<file path="src/rtl/key_injector_if.sv">
// key_injector_if: valid/ready handshake carrying 5-bit letter codes into the key injector
interface key_injector_if;
  logic [4:0] key_code;
  logic       key_valid;
  logic       key_ready;
  modport master (output key_code, output key_valid, input key_ready);
  modport slave  (input key_code, input key_valid, output key_ready);
endinterface

</file>
<file path="src/rtl/key_injector.sv">
// key_injector: FIFO-buffered letter feeder emitting one-cycle one-hot pulses spaced by GAP idle cycles
module key_injector #(
  parameter int DEPTH = 4,
  parameter int GAP   = 2
) (
  input  logic                     clk,
  input  logic                     resetn,
  key_injector_if.slave            kif,
  output logic [25:0]              key_out,
  output logic                     busy,
  output logic [$clog2(DEPTH):0]   count,
  output logic                     err
);
  localparam int AW = $clog2(DEPTH);
  localparam int CW = AW + 1;
  typedef enum logic [1:0] {S_IDLE, S_FIRE, S_GAP} state_e;
  state_e        state_q, state_d;
  logic [4:0]    mem_q [DEPTH];
  logic [AW-1:0] wr_q, rd_q;
  logic [CW-1:0] cnt_q, cnt_d;
  logic [3:0]    gap_q, gap_d;
  logic [25:0]   key_q, key_d;
  logic          err_q, push, push_ok, pop, fire_ok;
  assign kif.key_ready = cnt_q < CW'(DEPTH);
  assign push    = kif.key_valid && kif.key_ready;
  assign push_ok = push && (kif.key_code < 5'd26);
  assign cnt_d   = cnt_q + CW'(push_ok) - CW'(pop);
  // Only the registered count is consulted, so a same-edge push is never popped early.
  always_comb begin
    fire_ok = (state_q == S_IDLE) || (state_q == S_FIRE && GAP == 0) ||
              (state_q == S_GAP && gap_q == 4'd1);
    pop     = fire_ok && (cnt_q != '0);
    key_d   = pop ? (26'd1 << mem_q[rd_q]) : '0;
    state_d = pop ? S_FIRE :
              (state_q == S_FIRE && GAP > 0) ? S_GAP :
              fire_ok ? S_IDLE : state_q;
    gap_d   = (state_q == S_FIRE) ? 4'(GAP) :
              (state_q == S_GAP) ? gap_q - 4'd1 : gap_q;
  end
  always_ff @(posedge clk) begin
    if (!resetn) begin
      state_q <= S_IDLE;
      gap_q   <= '0;
      key_q   <= '0;
      err_q   <= 1'b0;
      wr_q    <= '0;
      rd_q    <= '0;
      cnt_q   <= '0;
    end else begin
      state_q <= state_d;
      gap_q   <= gap_d;
      key_q   <= key_d;
      err_q   <= push && !push_ok;
      wr_q    <= wr_q + AW'(push_ok);
      rd_q    <= rd_q + AW'(pop);
      cnt_q   <= cnt_d;
    end
  end
  always_ff @(posedge clk) begin
    if (resetn && push_ok) mem_q[wr_q] <= kif.key_code;
  end
  assign key_out = key_q;
  assign err     = err_q;
  assign count   = cnt_q;
  assign busy    = (state_q != S_IDLE) || (cnt_q != '0);
endmodule

</file>
<file path="src/flat_wrapper.sv">
// flat-port wrapper written by rule: the top's interface ports become plain ports
module key_injector_flat 
#(
  parameter int DEPTH = 4,
  parameter int GAP   = 2
)
  (clk, resetn, key_out, busy, count, err, kif_key_code, kif_key_valid, kif_key_ready);
  key_injector_if kif_i ();
  input  logic clk;
  input  logic resetn;
  output logic [25:0] key_out;
  output logic busy;
  output logic [$clog2(DEPTH):0] count;
  output logic err;
  input wire logic [$bits(kif_i.key_code)-1:0] kif_key_code;
  input wire logic [$bits(kif_i.key_valid)-1:0] kif_key_valid;
  output wire logic [$bits(kif_i.key_ready)-1:0] kif_key_ready;
  assign kif_i.key_code = kif_key_code;
  assign kif_i.key_valid = kif_key_valid;
  assign kif_key_ready = kif_i.key_ready;
  key_injector #(.DEPTH(DEPTH), .GAP(GAP)) u_core (.clk(clk), .resetn(resetn), .kif(kif_i), .key_out(key_out), .busy(busy), .count(count), .err(err));
endmodule
</file>
<file path="config.mk">
export PLATFORM = sky130hd
export DESIGN_NAME = key_injector_flat
export DESIGN_NICKNAME = d
export VERILOG_FILES = /design/src/rtl/key_injector_if.sv /design/src/rtl/key_injector.sv /design/src/flat_wrapper.sv
export SDC_FILE = /design/constraint.sdc
export NUM_CORES = 1
export LEC_CHECK = 0
export BUFFER_PORTS_ARGS = -buffer_cell sky130_fd_sc_hd__buf_2
export CAP_MARGIN = 40
export CORE_ASPECT_RATIO = 0.9
export CORE_MARGIN = 8
export CORE_UTILIZATION = 41
export DETAILED_ROUTE_END_ITERATION = 8
export HOLD_SLACK_MARGIN = 0.15
export PLACE_DENSITY = 0.62
export SYNTH_ARGS = -nofsm -noshare
export SYNTH_HDL_FRONTEND = slang
export SYNTH_SLANG_ARGS = --single-unit
</file>
<file path="constraint.sdc">
create_clock -name clk -period 2.5 [get_ports clk]
set_clock_uncertainty 0.15 [all_clocks]
set_input_delay 0.25 -clock clk [delete_from_list [all_inputs] [get_ports clk]]
set_output_delay 0.25 -clock clk [all_outputs]
set_load 0.01 [all_outputs]
</file>
==> results.cfg, run 1 <==
[worst_setup_path]
endpoint = u_core.count[2]
cp_max_fo = 3
r2r-start = u_core.gap_q[1]
crit_cells = 13
r2r_setup_slack_ns = 0.03
path_cells = inv_2 -> ha_4 -> nor4bb_4 -> nor2_2 -> nor2_2 -> ha_1 -> inv_1 -> ha_1 -> inv_1 -> fa_2 -> xnor2_2 -> xnor2_1 -> nor2_1
arrival_ns = 2.54
startpoint = u_core.gap_q[1]
cp.required_ns = 2.56
setup.worst_path.start_class = flip-flop
crit_buf_inv = 3
cp-end-kind = flip-flop
cp_top_family = adder cells
reg2regPathDepth = 13
path_class = reg -> reg
r2r-end = u_core.count[2]
slowest_stage = fa_2
cpPeakStageDelay_ns = 0.37

[cts]
cts.clk_slew.worst_paths_ns = 0.06
cts_tree = built
clock_path_buffers = 2
cts_buffers = 9
cts_root_buf = clkbuf_8
clkSinkCount = 60
clk_latency_ns = 0.33
h-tree-depth = 3

[run]
maxCapViolCount = 0

[yosys]
async_flop_share = 0
syn_inst = 178
syn_nets = 196
synth_top_cells_by_count = dfxtp_1, nor2_1, edfxtp_1
synth.distinct_cells = 33
yosysTopAreaCellShare = 0.363
synth_edf_count = 20
synthTopCellsByArea = dfxtp_1, edfxtp_1, nor2_1, ha_1, mux4_2
synth_area_um2 = 2210
ys_dominant_reg_cell = dfxtp_1
ys_warn_count = 0
yosysMostFrequentCell = dfxtp_1
synth_area_leader_cell = dfxtp_1
avgSynthCellArea_um2 = 12.4
synth-seq-cells = 60
seq_area_frac_synth = 0.635

[sta]
setup_violations = 0
slew_viol_final = 0
period_share = 0.990
worstMarginPinSlew_ns = 0.449
fin_tns_setup_ns = 0
rsz0062_at_grt = yes
hold_viol_final = 0
relSlewSlack = 0.699
max_freq_ghz = 0.404
hold_slack_ns = 0.331
layout_min_cycle_time_ns = 2.47

[layout]
design_area_um2 = 2940
final_cells = 319
n_antenna_cell = 0
drive_gt1_frac = 0.365
utilization = 0.562
area_growth_pct = 33.1
final_nets = 265

[global_route]
grt_remaining_overflow = 0
grt_max_degree = 11
grt_pass1_wl_mm = 6.91
grt.total_usage = 0.112
antenna_found_initial = 0
grt_pass1_vias = 1518

[floorplan]
fp.dieW_um = 93.3
initial_utilization = 0.422
dieArea_um2 = 7990
die_y_um = 85.6
ios = 40
core_area_um2 = 5220
std_cell_rows = 25

[route]
antenna_left = 0
vias = 1454
first_pass_iters = 4
drtIter0Drc = 50
drc = 0
vias_per_cell = 4.56
wirelength_mm = 4.18
wl_per_cell_um = 13.1

[power]
leakagePower_nw = 1.21
peakVddDrop_mv = 0.696
power_per_cell_area_nw_per_um2 = 1060

[placed_design]
place_area_um2 = 2590
gp_congestion = 0.743
port_buffers = 39
dp_hpwl_mm = 3.07
numPlacedInstances = 293

[min_path]
hp-class = reg -> reg

[status]
status = finished, final reports clean
[sequential cells by signal, indices dropped and copies added, names as in the netlist]
name and cells:
u_core.key_out 26, u_core.rd_q 2, u_core.mem_q 20, u_core.wr_q 2
u_core.gap_q 4, u_core.count 3, u_core.err 1, u_core.state_q 2
[repair_timing]
| action | in CTS | in global routing |
|---|---|---|
| setup endpoints to repair | 1 | 2 |
| pin swaps | 0 | 7 |
| gates resized for setup | 2 | 6 |
| hold endpoints to repair | 26 | 0 |
| gates cloned | 0 | 0 |
| hold buffers | 7 | 0 |
| setup buffers | 0 | 3 |
[power by group]
group / internal (mW) / switching [mW] / leakage, nW
sequential: 1.11 / 0.0908 / 0.507
clock: 0.599 / 0.359 / 0.121
combinational: 0.476 / 0.467 / 0.579
[metal layers]
layer / vias to the layer above / routed length, um / global-route usage
met4: 0 / 28 / 0.0395
li1: 738 / - / -
met5: - / 0 / 0
met2: 37 / 1940 / 0.171
met1: 675 / 1830 / 0.128
met3: 4 / 371 / 0.0628
[metrics by stage]
step	total power [mW]	setup slack, ns
final	3.10	0.0261
after global routing	3.31	-0.155
after CTS	3.12	-0.00202
after detailed placement	2.13	0.00518
after global placement	2.12	0.0337
after floorplan	1.86	-0.0127
[cells by family (layout without fill, tap and decap cells)]
group	Yosys count	after routing	synth area share
AOI/OAI and AO/OA	9	9	0.0357
and+or+nand+nor	74	74	0.164
xor gates and xnor gates	7	7	0.0278
buffers and inverters	13	87	0.0255
DFF	60	60	0.635
muxes	5	5	0.0511
adders and majority gates	10	10	0.0601
[worst min path at each step]
| stage | startpoint | to | cells after the start |
|---|---|---|---|
| final | u_core.state_q[1] | u_core.state_q[1] | 2 |
| after floorplan | kif_key_code[0] | u_core.mem_q[0][0] | 0 |
| after global routing | u_core.state_q[1] | u_core.state_q[1] | 2 |
| after detailed placement | u_core.state_q[1] | u_core.state_q[1] | 2 |
| after global placement | u_core.state_q[1] | u_core.state_q[1] | 2 |
| after CTS | u_core.state_q[1] | u_core.state_q[1] | 2 |
[tightest hold or removal path: cells and delay by family (launching register included)]
| family | cells | cell delay [ns] |
|---|---|---|
| compound gates | 1 | 0.05 |
| flops | 1 | 0.34 |
| simple gates | 1 | 0.06 |
[cell usage in the layout, fill, tap and decap left out, types with 2 or more instances in the layout]
cell type / Yosys / final
buf_2: 0 / 39
dfxtp_1: 40 / 36
nor2_1: 37 / 35
edfxtp_1: 20 / 20
buf_4: 0 / 14
clkbuf_8: 0 / 12
inv_1: 11 / 9
nand2_1: 9 / 9
ha_1: 9 / 7
dlygate4sd3_1: 0 / 7
nand2b_1: 6 / 6
mux4_2: 5 / 5
xnor2_1: 6 / 5
dfxtp_2: 0 / 4
or2_2: 3 / 3
a21oi_1: 3 / 3
and2_1: 3 / 3
nor2_2: 0 / 2
nor3_1: 2 / 2
and3_1: 2 / 2
inv_2: 0 / 2
nor2b_1: 2 / 2
or3_1: 2 / 2
o21ai_0: 2 / 2
ha_4: 0 / 2
clkinv_2: 0 / 2
[final cells by class]
type                            instances  area [um2]
Clock inverter                          3        40.0
Timing Repair Buffer                   60         370
Multi-Input combinational cell        105         803
Inverter                               11        41.3
Sequential cell                        60        1410
Fill cell                             433        2290
Clock buffer                           13         190
Tap cell                               67        83.8
No activity file was read; power rests on OpenSTA's default activity.
==> inputs of run 2 (changes only) <==
--- a/config.mk
+++ b/config.mk
@@ -8,7 +8,7 @@
 export BUFFER_PORTS_ARGS = -buffer_cell sky130_fd_sc_hd__buf_2
 export CAP_MARGIN = 40
 export CORE_ASPECT_RATIO = 0.9
-export CORE_MARGIN = 8
+export CORE_MARGIN = 2
 export CORE_UTILIZATION = 41
 export DETAILED_ROUTE_END_ITERATION = 8
 export HOLD_SLACK_MARGIN = 0.15
==> results.cfg, run 2 (synthesis gave the netlist of run 1 again) <==
[route]
vias = 1427
first_pass_iters = 4
wl_per_cell_um = 11.9
antenna_left = 0
drc = 0
vias_per_cell = 4.52
drtIter0Drc = 57
wirelength_mm = 3.77

[worst_setup_path]
cp_max_fo = 3
crit_cells = 13
startpoint = u_core.state_q[0]
cp-end-kind = flip-flop
crit_buf_inv = 3
r2r_setup_slack_ns = 0.04
path_class = reg -> reg
slowest_stage = fa_2
cp_top_family = adder cells
r2r-start = u_core.state_q[0]
arrival_ns = 2.53
endpoint = u_core.count[2]
cpPeakStageDelay_ns = 0.35
r2r-end = u_core.count[2]
reg2regPathDepth = 13
setup.worst_path.start_class = flip-flop
path_cells = inv_2 -> ha_4 -> nor4bb_4 -> nor2_2 -> nor2_2 -> ha_1 -> inv_1 -> ha_1 -> inv_1 -> fa_2 -> xnor2_2 -> xnor2_1 -> nor2_1
cp.required_ns = 2.57

[sta]
slew_viol_final = 0
rsz0062_at_grt = yes
relSlewSlack = 0.688
period_share = 0.984
fin_tns_setup_ns = 0
layout_min_cycle_time_ns = 2.46
max_freq_ghz = 0.406
worstMarginPinSlew_ns = 0.466
hold_viol_final = 0
setup_violations = 0

[floorplan]
ios = 40
initial_utilization = 0.422
die_y_um = 73.6
fp.dieW_um = 81.3
core_area_um2 = 5220
dieArea_um2 = 5980
std_cell_rows = 25

[layout]
num-fill-cells = 452
largest_reg_flops = 26
final_nets = 262
seqCellArea_um2 = 1400
drive_gt1_frac = 0.341
layout_commonest_cell = buf_2
area_growth_pct = 28.9
mostFrequentLayoutCells = buf_2, dfxtp_1, nor2_1, edfxtp_1, buf_4
multiInputGateArea_um2 = 791
n_antenna_cell = 0

[cts]
cts_tree = built
h-tree-depth = 3
cts_buffers = 9
clk_latency_ns = 0.33
post-cts-setup-buffers = 0
cts_root_buf = clkbuf_8
clkSinkCount = 60
clock_path_buffers = 2
cts.clk_slew.worst_paths_ns = 0.07

[placed_design]
dp_hpwl_mm = 2.77
port_buffers = 39
gp_congestion = 0.716

[global_route]
grt_max_degree = 12
antenna_found_initial = 0
grt.total_usage = 0.141
grt_pass1_vias = 1345
grt_pass1_wl_mm = 5.95
grt_remaining_overflow = 0

[power]
leakagePower_nw = 1.16
power_per_cell_area_nw_per_um2 = 1010
power.total_mw = 2.87
peakVddDrop_mv = 0.526

[min_path]
hp-class = reg -> reg

[run]
maxCapViolCount = 0

[status]
status = finished, final reports clean
## run 2: cell types whose count changed in the layout (fill, tap and decap cells not counted), sizes merged
cell	change
bufinv	-1
buf	-3
clkinvlp	+2
inv	+1
clkbuf	-3
clkinv	+1
## run 2: per-layer routing
layer	up-vias	routed length, um	GRT usage
met2	39	1700	0.215
met4	0	100	0.102
met1	647	1730	0.163
li1	731	-	-
met5	-	0	0
met3	10	241	0.0504
## run 2: cell type report
cell class | count | share of cell area
sequential | 60 | 0.494
multi-input combinational | 105 | 0.278
inverter | 11 | 0.0145
timing repair buffer | 57 | 0.122
tap | 67 | 0.0295
clock buffer | 10 | 0.0484
clock inverter | 6 | 0.0136
## run 2: worst min-delay path by stage
stage / cells past startpoint / start / end
after floorplan: 0 / kif_key_code[0] / u_core.mem_q[0][0]
after global placement: 2 / u_core.state_q[1] / u_core.state_q[1]
after detailed placement: 1 / kif_key_code[0] / u_core.mem_q[3][0]
after CTS: 2 / u_core.state_q[1] / u_core.state_q[1]
after global routing: 2 / u_core.state_q[1] / u_core.state_q[1]
final: 2 / u_core.state_q[1] / u_core.state_q[1]
## run 2: timing repair
item	4_1_cts	5_1_grt
resized for setup	2	1
setup endpoints to repair	1	1
hold endpoints to repair	26	0
hold buffers	7	0
## run 2: worst reg2reg max path: cells and delay by family, from the launching register on
kind                       cells  cell delay (ns)
DFF                            1             0.32
buffers and inverters          3             0.18
xor gates and xnor gates       2             0.31
and+or+nand+nor                4             0.57
adders and majority gates      4             0.84
## run 2: where the power goes
part	internal [mW]	switching, mW	leakage (nW)
registers	1.11	0.0847	0.506
logic	0.460	0.457	0.565
clock network	0.384	0.376	0.0885
total	1.95	0.918	1.16
## run 2: per-stage QoR
step                hold WS [ns]  setup WS, ns  instance area, um2  instances   util
floorplan                  0.199       -0.0127                2240        178      -
finish                     0.335        0.0396                2840        316  0.544
CTS                        0.334       -0.0158                2840        316  0.544
global route               0.361       -0.0994                2840        316  0.544
detailed placement         0.326       -0.0123                2590        293  0.496
global placement           0.320        0.0415                2590        293  0.496
==> inputs of run 3 (changes only) <==
--- a/config.mk
+++ b/config.mk
@@ -6,7 +6,7 @@
 export NUM_CORES = 1
 export LEC_CHECK = 0
 export BUFFER_PORTS_ARGS = -buffer_cell sky130_fd_sc_hd__buf_2
-export CAP_MARGIN = 40
+export CAP_MARGIN = 10
 export CORE_ASPECT_RATIO = 0.9
 export CORE_MARGIN = 2
 export CORE_UTILIZATION = 41
==> constraint.sdc (replaced) <==
create_clock -name clk -period 2.5 [get_ports clk]
set_clock_uncertainty 0.15 [all_clocks]
set_input_delay 0.25 -clock clk [delete_from_list [all_inputs] [get_ports clk]]
set_output_delay 0.25 -clock clk [all_outputs]
set_load 0.1 [all_outputs]
==> results.cfg, run 3 (synthesis gave the netlist of run 1 again) <==
[placed_design]
dp_slack_ns = -0.0162
port_buffers = 39
place_area_um2 = 2580
gp_congestion = 0.738
dp_hpwl_mm = 2.74
numPlacedInstances = 290

[layout]
final_cells = 322
final_nets = 268
area_growth_pct = 33.1
drive_gt1_frac = 0.384
layout_commonest_cell = buf_2
n_antenna_cell = 0
design_area_um2 = 2940
mostFrequentLayoutCells = buf_2, nor2_1, dfxtp_1, edfxtp_1, buf_4
largest_reg_flops = 26

[route]
drtIter0Drc = 38
first_pass_iters = 4
drc = 0
wirelength_mm = 3.96
wl_per_cell_um = 12.3
vias = 1468
vias_per_cell = 4.56
antenna_left = 0

[worst_setup_path]
cp-end-kind = flip-flop
cp.required_ns = 2.56
slowest_stage = fa_2
cpPeakStageDelay_ns = 0.35
startpoint = u_core.state_q[0]
r2r-start = u_core.state_q[0]
setup.worst_path.start_class = flip-flop
arrival_ns = 2.51
cp_max_fo = 3
path_cells = inv_2 -> ha_4 -> nor4bb_4 -> nor2_2 -> nor2_2 -> ha_1 -> inv_1 -> ha_1 -> inv_1 -> fa_2 -> xnor2_2 -> xnor2_1 -> nor2_1
path_class = reg -> reg
cp_top_family = adder cells
crit_buf_inv = 3

[global_route]
grt_pass1_wl_mm = 6.56
grt_max_degree = 12
antenna_found_initial = 0
grt_pass1_vias = 1459
grt_remaining_overflow = 0
grt.total_usage = 0.154

[sta]
period_share = 0.978
slew_viol_final = 0
relSlewSlack = 0.677
layout_min_cycle_time_ns = 2.45
setup_ws_ns = 0.0541
setup_violations = 0
max_freq_ghz = 0.409
worstMarginPinSlew_ns = 0.483
hold_viol_final = 0
rsz0062_at_grt = yes

[floorplan]
core_area_um2 = 5220
ios = 40
initial_utilization = 0.422
die_y_um = 73.6
std_cell_rows = 25
fp.dieW_um = 81.3
dieArea_um2 = 5980

[cts]
cts_buffers = 9
clock_path_buffers = 2
cts_tree = built
clk_latency_ns = 0.33
cts.clk_slew.worst_paths_ns = 0.06
h-tree-depth = 3
clkSinkCount = 60
cts_root_buf = clkbuf_8

[status]
status = finished, final reports clean

[min_path]
hp-class = reg -> reg
hold_start = u_core.state_q[1]

[power]
peakVddDrop_mv = 0.916
power_per_cell_area_nw_per_um2 = 1170
leakagePower_nw = 1.19

[run]
maxCapViolCount = 0
[run 3: cell count changes in the layout (fill, tap and decap cells not counted), sizes merged]
cell,previous run,this run
buf,50,55
bufinv,0,1
clkbuf,10,9
clkinv,3,4
clkinvlp,2,3
dlygate4sd3,7,8
inv,12,10
[run 3: metal layers]
layer	up-vias	track usage	wire, um
met1	677	0.178	1840
met5	-	0	0
met3	8	0.0504	204
li1	748	-	-
met4	0	0.107	102
met2	35	0.242	1820
[run 3: layout make-up]
class,count,area (um2)
clock inverter,7,67.6
inverter,11,45.0
sequential,60,1410
fill,451,2290
multi-input combinational,105,808
tap,67,83.8
timing repair buffer,63,395
clock buffer,9,124
[run 3: path summary, 6_finish.rpt]
check | slack (ns) | to | depth (start not counted)
setup reg to reg | 0.05 | u_core.count[2] | 13
setup / recovery | 0.05 | u_core.count[2] | 13
hold reg to reg | 0.33 | u_core.state_q[1] | 2
hold / removal | 0.33 | u_core.state_q[1] | 2
[run 3: timing repair]
| item | CTS | global route |
|---|---|---|
| pin swaps | 7 | 7 |
| setup endpoints to repair | 1 | 1 |
| hold endpoints to repair | 26 | 0 |
| hold buffers | 8 | 0 |
| resized for setup | 7 | 2 |
| buffers inserted | 7 | 1 |
[run 3: stage by stage]
step / utilization / total power [mW] / setup TNS (ns) / hold WS (ns)
floorplan: - / 2.22 / -0.0221 / 0.199
detailed placement: 0.493 / 2.46 / -0.0162 / 0.325
global placement: 0.493 / 2.45 / 0 / 0.321
CTS: 0.560 / 3.44 / 0 / 0.334
global route: 0.562 / 3.64 / -0.0919 / 0.368
finish: 0.562 / 3.43 / 0 / 0.333
[run 3: where the power goes]
part           total [mW]  internal, mW  leakage, nW  switching [mW]
Clock               0.834         0.454       0.0926           0.380
Sequential           1.22          1.12        0.508           0.102
Combinational        1.38         0.535        0.591           0.846
Total                3.43          2.11         1.19            1.33
[run 3: tightest hold or removal path, cell delays in order (launching register included)]
cell and delay [ns]:
dfxtp_2 0.34, nand2_1 0.06, a21oi_1 0.05
